<file path="config.mk">
export PLATFORM = sky130hd
export DESIGN_NAME = tff_bank_ctrl
export DESIGN_NICKNAME = d
export VERILOG_FILES = /design/src/rtl/tff_bank_ctrl.sv
export SDC_FILE = /design/constraint.sdc
export NUM_CORES = 1
export LEC_CHECK = 0
export ABC_CLOCK_PERIOD_IN_PS = 2100
export CAP_MARGIN = 20
export CORE_AREA = 5 5 48 50
export DETAILED_ROUTE_END_ITERATION = 8
export DIE_AREA = 0 0 53 55
export DONT_BUFFER_PORTS = 1
export HOLD_SLACK_MARGIN = 0.1
export PLACE_DENSITY = 0.6
export SYNTH_ARGS = -nofsm -noshare
export SYNTH_HDL_FRONTEND = slang
export SYNTH_SLANG_ARGS = --single-unit
export TNS_END_PERCENT = 20
</file>
<file path="constraint.sdc">
create_clock -name clk -period 2.1 [get_ports clk]
set_input_delay 0.105 -clock clk [delete_from_list [all_inputs] [get_ports clk]]
set_output_delay 0.105 -clock clk [all_outputs]
set_load 0.03 [all_outputs]
</file>
<file path="src/rtl/tff_bank_ctrl.sv">
// Toggle-vector sequencer for a T flip-flop bank: up/down modulo counting or parallel load.
// Optional macro TFF_BANK_CTRL_SAT_EN: saturate at the range boundary instead of wrapping.
module tff_bank_ctrl #(
  parameter int WIDTH   = 4,
  parameter int MAX_VAL = 9
) (
  input  logic             clk,
  input  logic             rst,
  input  logic             cmd_valid,
  output logic             cmd_ready,
  input  logic [1:0]       cmd_op,
  input  logic [WIDTH-1:0] cmd_data,
  input  logic             en,
  output logic [WIDTH-1:0] t_vec,
  output logic [WIDTH-1:0] q,
  output logic             tc,
  output logic             busy
);

  localparam logic [WIDTH-1:0] LP_MAX  = WIDTH'(MAX_VAL);
  localparam logic [WIDTH-1:0] LP_ONE  = WIDTH'(1);
  localparam logic [WIDTH-1:0] LP_ZERO = '0;

  localparam logic [1:0] OP_STOP = 2'b00;
  localparam logic [1:0] OP_UP   = 2'b01;
  localparam logic [1:0] OP_DOWN = 2'b10;

  typedef enum logic [1:0] {
    S_IDLE = 2'b00,
    S_UP   = 2'b01,
    S_DOWN = 2'b10,
    S_LOAD = 2'b11
  } state_t;

  state_t           r_state;
  state_t           w_next_state;
  logic [WIDTH-1:0] r_q;
  logic [WIDTH-1:0] r_ld;
  logic             r_tc;
  logic [WIDTH-1:0] w_t_vec;
  logic [WIDTH-1:0] w_step;
  logic             w_tc_next;
  logic             w_accept;
  logic             w_ready;
  logic [WIDTH-1:0] w_ld_clamped;

  assign w_ready      = (r_state != S_LOAD);
  assign w_accept     = cmd_valid & w_ready;
  assign w_ld_clamped = (cmd_data > LP_MAX) ? LP_MAX : cmd_data;

  always_comb begin
    w_next_state = r_state;
    w_t_vec      = '0;
    w_step       = r_q;
    w_tc_next    = 1'b0;
    case (r_state)
      S_UP: begin
        if (en) begin
          if (r_q == LP_MAX) begin
            w_tc_next = 1'b1;
`ifdef TFF_BANK_CTRL_SAT_EN
            w_step       = r_q;
            w_next_state = S_IDLE;
`else
            w_step       = LP_ZERO;
`endif
          end else begin
            w_step = r_q + LP_ONE;
          end
          w_t_vec = r_q ^ w_step;
        end
      end
      S_DOWN: begin
        if (en) begin
          if (r_q == LP_ZERO) begin
            w_tc_next = 1'b1;
`ifdef TFF_BANK_CTRL_SAT_EN
            w_step       = r_q;
            w_next_state = S_IDLE;
`else
            w_step       = LP_MAX;
`endif
          end else begin
            w_step = r_q - LP_ONE;
          end
          w_t_vec = r_q ^ w_step;
        end
      end
      S_LOAD: begin
        w_t_vec      = r_q ^ r_ld;
        w_next_state = S_IDLE;
      end
      default: begin
        w_t_vec = '0;
      end
    endcase

    // An accepted command suppresses this cycle's step; the new mode starts next edge.
    if (w_accept) begin
      w_t_vec   = '0;
      w_tc_next = 1'b0;
      case (cmd_op)
        OP_STOP: w_next_state = S_IDLE;
        OP_UP:   w_next_state = S_UP;
        OP_DOWN: w_next_state = S_DOWN;
        default: w_next_state = S_LOAD;
      endcase
    end
  end

  always_ff @(posedge clk or negedge rst) begin
    if (!rst) begin
      r_state <= S_IDLE;
      r_q     <= '0;
      r_ld    <= '0;
      r_tc    <= 1'b0;
    end else begin
      r_state <= w_next_state;
      r_q     <= r_q ^ w_t_vec;
      r_tc    <= w_tc_next;
      if (w_accept && (cmd_op == 2'b11)) begin
        r_ld <= w_ld_clamped;
      end
    end
  end

  assign t_vec     = w_t_vec;
  assign q         = r_q;
  assign tc        = r_tc;
  assign busy      = (r_state != S_IDLE);
  assign cmd_ready = w_ready;

endmodule
</file>
# Word level (Yosys, flattened, before mapping)

Cells that the tools add are included.

Eq/ne operators: 8
Reductions and logical operators: 5
Add/subtract/negate cells: 2
Magnitude comparators: 1
Bitwise operators: 5
Muxes and demuxes: 20

Operators by type and width:

| cell                                                                | number |
|---|---|
| 4-bit two-way mux                                                   | 10 |
| 4-bit XOR                                                           | 4 |
| 4-bit case mux with 3 select lines                                  | 1 |
| 2-bit == test (second input constant)                               | 4 |
| 2-bit case mux with 3 select lines                                  | 1 |
| 1-bit two-way mux                                                   | 5 |
| 4-bit by 1-bit adder with 4-bit output (second input constant)      | 1 |
| 2-bit by 1-bit == test with 1-bit output (second input constant)    | 2 |
| 4-bit == test (second input constant)                               | 1 |
| 4-bit greater-than comparator (second input constant)               | 1 |
| 4-bit logical NOT                                                   | 1 |
| 2-bit two-way mux                                                   | 2 |
| 2-bit nonzero test                                                  | 2 |
| 4-bit by 1-bit subtractor with 4-bit output (second input constant) | 1 |
| 2-bit logical NOT                                                   | 1 |
| 2-bit inequality test (second input constant)                       | 1 |
| 1-bit case mux with 2 select lines                                  | 1 |
| 1-bit bitwise AND                                                   | 1 |
| 1-bit logical AND                                                   | 1 |

Output and inout bits: 11
Word-level logic and storage cells: 45
Bits in registers: 11
Input port bits: 10

# Longest topological paths before layout

Gate-level depths: netlist of the first run.

Depth in word-level cells: 9
Gate-level depth with buffers: 6
Mapped depth without buffers: 6

# Least setup slack after synthesis of the first run

No wires, ideal clock.

Kind: flip-flop to flip-flop
Start point: reg r_state[0]
End point: reg r_q[0], in the netlist q[0]
Period minus slack after synthesis: 1862 ps
Data required time: 1939 ps
Arrival: 1701 ps
Path slack: 238 ps
Path buffers: 1
Setup time: 161 ps
Stages on the path, launching flop included: 7
Path through: dfrtp_1 ha_1 buf_4 nor2b_1 or2_2 a21oi_1 xor2_1

Cells in the longest elaborated chain, start to end: 4
Elaborated cells on any way between the ends: 8
Classes of those cells: 4 x eq/ne; 2 x mux; 2 x bitwise

Ends and longest elaborated chain:

| what                                                                           | RTL line | text |
|---|---|---|
| start: declaration                                                             | 35       | `state_t r_state;` |
| start signal: assignment                                                       | 118      | `r_state <= w_next_state;` |
| 2-bit == test (tied with other cells)                                          | 56       | `case (r_state)` |
| 4-bit case mux with 3 select lines / 1-bit bitwise AND (equally long branches) | 56, 48   |  |
| 4-bit two-way mux *                                                            | 99       | `if (w_accept) begin` |
| net t_vec[0]                                                                   | 14       | `output logic [WIDTH-1:0] t_vec,` |
| 4-bit XOR *                                                                    | 119      | `r_q <= r_q ^ w_t_vec;` |
| end signal: assignment                                                         | 119      |  |
| end: declaration                                                               | 37       | `logic [WIDTH-1:0] r_q;` |

The timed path passes the listed nets; every way through them passes the cells marked *.
A chain may end at the register's enable or synchronous reset.

# Worst setup path after layout of the first run

Start point: reg r_state[0]
End point: out t_vec[2]

Cells in the longest elaborated chain, start to end: 3
Elaborated cells on any way between the ends: 7
Classes of those cells: 4 x eq/ne; 2 x mux; 1 x bitwise

Ends and longest elaborated chain:

| what                                                                           | RTL line |
|---|---|
| 2-bit == test (tied with other cells)                                          | 56 |
| 4-bit case mux with 3 select lines / 1-bit bitwise AND (equally long branches) | 56, 48 |
| 4-bit two-way mux *                                                            | 99 |
| end: declaration                                                               | 14 |

Mark *: on every way between the ends. The rest lies on a longest branch, timed or not.

==> reports/metrics.csv, run 1 <==
metric,value,unit
Final Hold Violating Endpoints,0,
pin count of the biggest net entering global routing,13,
Nets,120,
global-route wire length before repair,3040,µm
vias in the first global route,692,
count of cell types in the netlist,34,
H-tree depth,1,
Pleak,0.461,nW
GRT Overall Usage,15.0,%
Synth area leader,dfrtp_1,
Placeable Area,0.00186,mm²
Comb pwr share,45.8,%
number of fill cells,177,
RD Place Congestion,0.799,
CTS tree,done,
Crit Path Max Fanout,4,
"CTS clk-pin slew, worst paths",0.06,ns
DR WL met3,118,µm
Mapped Area,779,µm²
worst reg2reg setup slack,0.46,ns
power share of the clock group,15.8,%
post-CTS setup buffer count,0,
row count,16,
"Max stage delay cell, worst path",dfrtp_1,
kind of critical path,flop to primary output,
cell family with most CP delay,compound AO/OA/AOI/OAI gates,
I/O pin count,21,
Initial Util,41.9,%
Syn-to-layout area delta,26.6,%
crit path DAT,1.87,ns
clk sink count,11,
dpl cells,115,
HPWL after DPL,1260,µm
GR Overflow Total,0,
min Tclk post-route,1.98,ns
Worst path max stage delay,0.42,ns
initial antenna violation count,0,
routed vias/inst,5.16,
Worst Path Required,2.00,ns
setup tns final,0,ns
wire length on met2,934,µm
Max Clock Skew,0.00417,ns
port bufs,0,
routed vias,676,
sequential share of power,38.4,%
Post-DP Area,831,µm²
Synth top area share,35.3,%
CP startpoint kind,flop,
Remaining DRCs,0,
clock tree buffer depth,2,
Die ar.,0.00292,mm²
Critical Path End Type,primary output,
sw power,403,µW
Synth area leaders,"dfrtp_1 35%, ha_1 8.0%, nor2_1 5.8%, xor2_1 5.6%, buf_6 2.9%",
Synth Net Count,100,
Die Width,53,µm
wire length on met1,673,µm
share of layout cells above drive strength 1,17.3,%
DR iter-0 viols,6,
Internal Power,515,µW
CP bufs+invs,2,
root buf cell,clkbuf_4,
PwrDens,930,mW/mm²
endpoints failing setup,0,
peak supply drop,648,µV
max cap viols,0,
WL per Instance,13.4,µm
max layer used,met4,
drt first pass iters,4,
Post-Synthesis Cells,85,
"Slew Viols, Final",0,
run status,"finished, final reports clean",
Slew HR,65.9,%
Post-Syn Area per Cell,9.17,µm²
ANT nets after route,0,
fin cells,131,
Seq cells post-synth,11,
Clock Latency Late Sink,0.27,ns
"Core Util, Final",53.0,%
fin area,987,µm²
max frequency,506,MHz
hold crit path type,primary input to flop,
YS warnings,0,
total power,918,µW
sequential share of the synthesized area,35.3,%
TritonCTS Buffers,3,
Antenna Diode Count,0,
die height,55,µm
final worst-path cycle share,94.1,%
total wire length,1750,µm
crit path cell chain,inv_1 -> ha_2 -> nand3b_1 -> o31a_1 -> o32ai_2 -> buf_4,
measured slew at the worst slew-check pin,0.510,ns
sw frac,43.9,%
## path summary, 6_finish.rpt
kind                       cells past startpoint              startpoint                   to
hold / removal                                 3             cmd_data[3]  r_ld[0]$_DFFE_PN0P_
setup reg to reg                               6  r_state[1]$_DFFE_PN0P_       q[3]$_DFF_PN0_
hold reg to reg                                2     r_ld[2]$_DFFE_PN0P_  r_ld[2]$_DFFE_PN0P_
min in group asynchronous                      1                     rst       q[0]$_DFF_PN0_
max in group asynchronous                      1                     rst  r_ld[3]$_DFFE_PN0P_
setup / recovery                               6  r_state[0]$_DFFE_PN0P_             t_vec[2]
## power groups by stage
stage / combinational [mW] / sequential [mW] / clock [mW]
3_3_place_gp: 0.387 / 0.352 / 0
5_1_grt: 0.465 / 0.365 / 0.160
4_1_cts: 0.420 / 0.350 / 0.152
3_5_place_dp: 0.391 / 0.355 / 0
6_report: 0.421 / 0.353 / 0.145
2_1_floorplan: 0.323 / 0.355 / 0
## synthesized netlist by cell type, drive strengths merged
cell type / count
nor2: 12
dfrtp: 11
buf: 5
ha: 5
nand2: 5
xor2: 5
inv: 4
nor3: 4
o21ai: 4
a21oi: 3
nand3: 3
mux2i: 2
nand2b: 2
o22ai: 2
a2111oi: 1
a211oi: 1
a21o: 1
a31oi: 1
and2: 1
mux2: 1
nand3b: 1
nand4: 1
nor2b: 1
nor3b: 1
o21a: 1
o21ba: 1
o21bai: 1
o311a: 1
o31a: 1
o32ai: 1
or2: 1
xnor2: 1
## kinds of logic (layout without fill, tap and decap cells)
| family | Yosys count | after routing | synth area share (%) |
|---|---|---|---|
| xor gates and xnor gates | 6 | 6 | 6.74 |
| AOI/OAI and AO/OA | 19 | 19 | 17.7 |
| adders and majority gates | 5 | 5 | 8.03 |
| buffers and inverters | 9 | 28 | 7.38 |
| muxes | 3 | 3 | 4.01 |
| DFF | 11 | 11 | 35.3 |
| and+or+nand+nor | 32 | 32 | 20.9 |
## flip-flops by register name (all words and copies together), names as in the netlist
name,count
r_state,2
q,4
tc,1
r_ld,4
## stage by stage
step	setup WS (ns)	hold WS (ns)
CTS	0.0382	0.115
floorplan	0.238	-0.191
finish	0.125	0.113
global placement	0.414	-0.190
global route	-0.0104	0.165
detailed placement	0.348	-0.190
## layer usage
metal  GRT usage [%]  up-vias
met5               0        -
met4            8.09        0
met3            6.17        4
met2            27.5       19
met1            14.4      320
li1                -      333
## cells in the final DEF, fill, tap and decap left out, types with 4 or more instances in the layout
cell type / count
xor2_1: 5
inv_1: 4
buf_4: 8
dfrtp_1: 11
o21ai_0: 4
nand2_1: 5
dlygate4sd3_1: 12
nor2_1: 12
## timing repair
action                                  4_1_cts  5_1_grt
hold buffers                                 12        0
endpoints found under the hold margin        18        0
gates resized for setup                       0        3
endpoints found under the setup margin        0        3
## layout make-up
class	instances	area, µm²	share of cell area, %
clock buffer	4	26.3	2.66
inverter	4	15.0	1.52
multi-input combinational	65	457	46.3
sequential	11	275	27.9
tap	27	33.8	3.42
timing repair buffer	20	180	18.3
## worst reg2reg max path, cell delays in order, from the launching register on
cell and delay (ns):
dfrtp_1 0.39, inv_1 0.09, ha_1 0.22, nand3_1 0.11
o21ba_1 0.19, a2111oi_0 0.42, nor3_1 0.09
(Power assumes the default switching activity.)
==> run 2: changes to the inputs <==
CORE_AREA = 2 2 45 47   (was 5 5 48 50)
DIE_AREA = 0 0 47 49   (was 0 0 53 55)
==> run 2 against run 1 <==
Global-route usage increased by 0.89 points. Final cell count decreased by 0.76%. Critical endpoint unchanged. Clock power increased by 5%. Flip-flop and latch count unchanged. Die area decreased by 21%. Largest cell class unchanged. Worst hold slack got worse by 0.00069 ns. Routed wire length decreased by 7.0%. Count of clock-buffer cells in the layout unchanged. Sequential share of layout area increased by 0.38 points. Largest power group is now registers. Non-clock buffer count decreased by 1. Power decreased by 0.96%. Clock skew increased by 0.0012 ns.
==> reports/metrics.csv, run 2 (same netlist as run 1, synthesis figures left out) <==
metric,value,unit,change
PwrDens,929,mW/mm²,was 930 mW/mm²
clk sink count,11,,unchanged
CP startpoint kind,flop,,unchanged
routed vias,653,,was 676
Critical Path End Type,primary output,,unchanged
H-tree depth,1,,unchanged
hold crit path type,primary input to flop,,unchanged
fin cells,130,,was 131
total wire length,1630,µm,was 1750 µm
CP bufs+invs,2,,unchanged
"CTS clk-pin slew, worst paths",0.08,ns,was 0.06 ns
clock tree buffer depth,2,,unchanged
Die ar.,0.00230,mm²,was 0.00292 mm²
Syn-to-layout area delta,25.5,%,was 26.6%
Worst Path Required,2.00,ns,about the same
TritonCTS Buffers,3,,unchanged
Worst path max stage delay,0.43,ns,was 0.42 ns
dpl cells,114,,was 115
max frequency,508,MHz,was 506 MHz
global-route wire length before repair,2650,µm,was 3040 µm
fin area,978,µm²,was 987 µm²
DR iter-0 viols,3,,was 6
ANT nets after route,0,,unchanged
row count,16,,unchanged
most frequent cells in the layout,"12 x nor2_1, 12 x dlygate4sd3_1, 10 x dfrtp_1, 7 x buf_4",,"was 12 x nor2_1, 12 x dlygate4sd3_1, 11 x dfrtp_1, 8 x buf_4"
Slew HR,65.1,%,was 65.9%
"Slew Viols, Final",0,,unchanged
vias in the first global route,604,,was 692
"Max stage delay cell, worst path",dfrtp_1,,unchanged
min Tclk post-route,1.97,ns,was 1.98 ns
Final Hold Violating Endpoints,0,,unchanged
WL per Instance,12.5,µm,was 13.4 µm
kind of critical path,flop to primary output,,unchanged
GRT Overall Usage,15.9,%,was 15.0%
Die Width,47,µm,was 53 µm
setup tns final,0,ns,unchanged
Clock Latency Late Sink,0.27,ns,about the same
die height,49,µm,was 55 µm
Antenna Diode Count,0,,unchanged
endpoints failing setup,0,,unchanged
final worst-path cycle share,93.7,%,was 94.1%
Nets,119,,was 120
HPWL after DPL,1160,µm,was 1260 µm
initial antenna violation count,0,,unchanged
Remaining DRCs,0,,unchanged
drt first pass iters,2,,was 4
cell family with most CP delay,compound AO/OA/AOI/OAI gates,,unchanged
Max Clock Skew,0.00536,ns,was 0.00417 ns
crit path cell chain,inv_1 -> ha_1 -> nand3b_1 -> o31a_1 -> o32ai_2 -> buf_4,,was inv_1 -> ha_2 -> nand3b_1 -> o31a_1 -> o32ai_2 -> buf_4
run status,"finished, final reports clean",,unchanged
Pleak,0.457,nW,was 0.461 nW
RD Place Congestion,0.765,,was 0.799
Post-DP Area,823,µm²,was 831 µm²
peak supply drop,424,µV,was 648 µV
hold_ws,0.113,ns,about the same
Initial Util,42.3,%,was 41.9%
crit path DAT,1.86,ns,was 1.87 ns
port bufs,0,,unchanged
pin count of the biggest net entering global routing,13,,unchanged
share of layout cells above drive strength 1,16.5,%,was 17.3%
routed vias/inst,5.02,,was 5.16
unrepaired setup endpoints after global routing,false,,
GR Overflow Total,0,,unchanged
Placeable Area,0.00184,mm²,was 0.00186 mm²
CTS tree,done,,unchanged
I/O pin count,21,,unchanged
post-CTS setup buffer count,0,,unchanged
Crit Path Max Fanout,4,,unchanged
root buf cell,clkbuf_4,,unchanged
measured slew at the worst slew-check pin,0.522,ns,was 0.510 ns
max cap viols,0,,unchanged
[run 2: timing repair]
action                                  CTS  global route
endpoints found under the setup margin    0             3
endpoints found under the hold margin    18             0
hold buffers                             12             0
gates resized for setup                   0             3
[run 2: worst register-to-register path, delay by kind of cell (launching register included)]
| family | cells | cell delay (ns) |
|---|---|---|
| buffers and inverters | 1 | 0.30 |
| DFF | 1 | 0.43 |
| and+or+nand+nor | 2 | 0.26 |
| AOI/OAI and AO/OA | 1 | 0.29 |
| adders and majority gates | 1 | 0.26 |
[run 2: layout make-up]
class	count	area (µm²)
clock buffers	4	26.3
fillers	190	863
inverters	4	15.0
multi-input cells	65	454
flip-flops and latches	11	277
well taps	27	33.8
repair buffers	19	173
[run 2: path summary, 6_finish.rpt]
| kind | start | end | slack [ns] | depth (start not counted) |
|---|---|---|---|---|
| worst max-delay path | r_state[0]$_DFFE_PN0P_ | t_vec[2] | 0.13 | 6 |
| worst min-delay path | cmd_data[2] | r_ld[0]$_DFFE_PN0P_ | 0.11 | 3 |
| worst max register to register | r_state[0]$_DFFE_PN0P_ | q[3]$_DFF_PN0_ | 0.48 | 5 |
| worst min register to register | r_ld[2]$_DFFE_PN0P_ | r_ld[2]$_DFFE_PN0P_ | 0.50 | 2 |
| max in group asynchronous | rst | q[2]$_DFF_PN0_ | 1.48 | 1 |
| min in group asynchronous | rst | tc$_DFF_PN0_ | 0.24 | 1 |
[run 2: power by group]
part | switching [mW] | total (mW) | internal (mW)
sequential | 0.118 | 0.382 | 0.263
clock | 0.0781 | 0.152 | 0.0736
combinational | 0.210 | 0.376 | 0.166
[run 2: through the flow]
step | util (%) | worst slack (ns) | power, mW
finish | 53.1 | 0.132 | 0.909
global route | 53.1 | 0.0190 | 0.976
CTS | 52.6 | 0.0628 | 0.905
detailed placement | 44.7 | 0.371 | 0.729
global placement | 44.7 | 0.401 | 0.719
floorplan | - | 0.238 | 0.678
[run 2: routing by layer]
metal / global-route usage, % / wire, µm / vias up
met3: 4.81 / 56 / 2
li1: - / - / 329
met4: 5.56 / 14 / 0
met1: 19.0 / 692 / 308
met5: 0 / 0 / -
met2: 26.0 / 867 / 14
==> run 3: changes to the inputs <==
BUFFER_PORTS_ARGS = -buffer_cell sky130_fd_sc_hd__buf_4   (was unset)
CORE_AREA = 3 3 46 48   (was 2 2 45 47)
DIE_AREA = 0 0 49 51   (was 0 0 47 49)
DONT_BUFFER_PORTS = unset   (was 1)
PLACE_DENSITY = 0.7   (was 0.6)
==> run 3 against run 2 <==
Non-clock buffer count increased by 4. Power up 2.1%. Die area is 8.5% higher. Largest power group is now combinational cells.
==> reports/metrics.csv, run 3 (same netlist as run 1, synthesis figures left out) <==
metric,value,unit,change
GRT Overall Usage,15.5,%,was 15.9%
CTS tree,done,,unchanged
die height,51,µm,was 49 µm
met2 GRT Util,28.3,%,was 26.0%
busiest grt layer,met2,,unchanged
cell family with most CP delay,flip-flops,,was compound AO/OA/AOI/OAI gates
port bufs,20,,was 0
I/O pin count,21,,unchanged
crit path DAT,1.86,ns,about the same
measured slew at the worst slew-check pin,0.435,ns,was 0.522 ns
max cap viols,0,,unchanged
total power,929,µW,was 909 µW
Crit Path Max Fanout,4,,unchanged
endpoints failing setup,0,,unchanged
"Slew Viols, Final",0,,unchanged
Max Clock Skew,0.00132,ns,was 0.00536 ns
Antenna Diode Count,0,,unchanged
crit path cell chain,inv_1 -> ha_1 -> nand3b_1 -> o22ai_1 -> a21oi_1 -> nor2_1 -> buf_4,,was inv_1 -> ha_1 -> nand3b_1 -> o31a_1 -> o32ai_2 -> buf_4
Post-DP Area,918,µm²,was 823 µm²
routed vias,667,,was 653
H-tree depth,1,,unchanged
WL per Instance,13.1,µm,was 12.5 µm
Register-to-Register Path Depth,6,,was 5
GR Overflow Total,0,,unchanged
worst reg2reg setup slack,0.47,ns,was 0.48 ns
hold_ws,0.107,ns,was 0.113 ns
"commonest non-fill, non-tap cell in the layout",buf_4,,
clock tree buffer depth,2,,unchanged
CP startpoint kind,flop,,unchanged
fin area,982,µm²,was 978 µm²
number of fill cells,168,,was 190
Final WS setup,0.138,ns,was 0.132 ns
row count,15,,was 16
max frequency,510,MHz,was 508 MHz
Pleak,0.486,nW,was 0.457 nW
TritonCTS Buffers,3,,unchanged
pre-CTS setup slack,0.403,ns,was 0.371 ns
kind of critical path,flop to primary output,,unchanged
unrepaired setup endpoints after global routing,false,,unchanged
M1 GR Usage,18.2,%,was 19.0%
drt first pass iters,4,,was 2
global-route wire length before repair,3040,µm,was 2650 µm
clk sink count,11,,unchanged
met3 Resource Use GR,2.92,%,was 4.81%
total wire length,1730,µm,was 1630 µm
Slew HR,71.0,%,was 65.1%
Initial Util,44.7,%,was 42.3%
vias in the first global route,685,,was 604
ANT nets after route,0,,unchanged
share of layout cells above drive strength 1,27.1,%,was 16.5%
setup tns final,0,ns,unchanged
Placeable Area,0.00175,mm²,was 0.00184 mm²
Worst Path Required,2.00,ns,about the same
peak supply drop,379,µV,was 424 µV
Die Width,49,µm,was 47 µm
Critical Path End Type,primary output,,unchanged
PwrDens,945,mW/mm²,was 929 mW/mm²
initial antenna violation count,0,,unchanged
Min-Delay Path Depth,3,,unchanged
DR iter-0 viols,6,,was 3
Levels on crit path,7,,was 6
Nets,123,,was 119
HPWL after DPL,1290,µm,was 1160 µm
Syn-to-layout area delta,26.0,%,was 25.5%
CP bufs+invs,2,,unchanged
routed vias/inst,5.05,,was 5.02
Die ar.,0.00250,mm²,was 0.00230 mm²
final worst-path cycle share,93.4,%,was 93.7%
Remaining DRCs,0,,unchanged
root buf cell,clkbuf_4,,unchanged
Clock Latency Late Sink,0.26,ns,was 0.27 ns
most frequent cells in the layout,"20 x buf_4, 12 x nor2_1, 11 x dfrtp_1, 5 x xor2_1, 5 x nand2_1",,"was 12 x nor2_1, 12 x dlygate4sd3_1, 10 x dfrtp_1, 7 x buf_4"
min Tclk post-route,1.96,ns,was 1.97 ns
post-CTS setup buffer count,0,,unchanged
pin count of the biggest net entering global routing,13,,unchanged
hold crit path type,primary input to flop,,unchanged
Final Hold Violating Endpoints,0,,unchanged
run status,"finished, final reports clean",,unchanged
"CTS clk-pin slew, worst paths",0.07,ns,was 0.08 ns
RD Place Congestion,0.800,,was 0.765
"Max stage delay cell, worst path",dfrtp_1,,unchanged
Worst path max stage delay,0.42,ns,was 0.43 ns
-- run 3: power breakdown --
part	internal, mW	leakage (nW)	switching [mW]	total (mW)
combinational	0.182	0.332	0.233	0.415
clock	0.0733	0.0150	0.0690	0.142
sequential	0.261	0.139	0.110	0.371
-- run 3: layer usage --
| layer | vias to the layer above | routed length (µm) |
|---|---|---|
| met1 | 307 | 756 |
| met4 | 0 | 21 |
| met3 | 4 | 54 |
| met2 | 18 | 896 |
| li1 | 338 | - |
| met5 | - | 0 |
-- run 3: cell type report --
type	instances	area, µm²	share of cell area [%]
Clock buffer	4	26.3	2.68
Timing Repair Buffer	23	180	18.3
Sequential cell	11	275	28.0
Tap cell	25	31.3	3.18
Inverter	4	15.0	1.53
Multi-Input combinational cell	65	454	46.2
-- run 3: tightest hold or removal path, delay by kind of cell --
family                 cells  cell delay, ns
AO/OA/AOI/OAI              1            0.06
AND/OR/NAND/NOR            1            0.05
buffers and inverters      1            0.11
-- run 3: per-stage QoR --
| stage | utilization, % | cells |
|---|---|---|
| floorplan | - | 85 |
| global placement | 52.6 | 125 |
| detailed placement | 52.6 | 125 |
| CTS | 55.8 | 132 |
| global route | 56.3 | 132 |
| finish | 56.3 | 132 |
-- run 3: final timing paths --
check                                             from                  end
worst min-delay path                       cmd_data[1]  r_ld[1]$_DFFE_PN0P_
worst max-delay path            r_state[0]$_DFFE_PN0P_             t_vec[1]
min in group asynchronous                          rst       q[0]$_DFF_PN0_
worst max register to register  r_state[1]$_DFFE_PN0P_       q[3]$_DFF_PN0_
max in group asynchronous                          rst  r_ld[0]$_DFFE_PN0P_
worst min register to register     r_ld[2]$_DFFE_PN0P_  r_ld[2]$_DFFE_PN0P_
-- run 3: timing repair --
item                                   CTS  global route
resized for setup                        0             2
hold buffers                             3             0
setup endpoints to repair                0             2
endpoints found under the hold margin   13             0
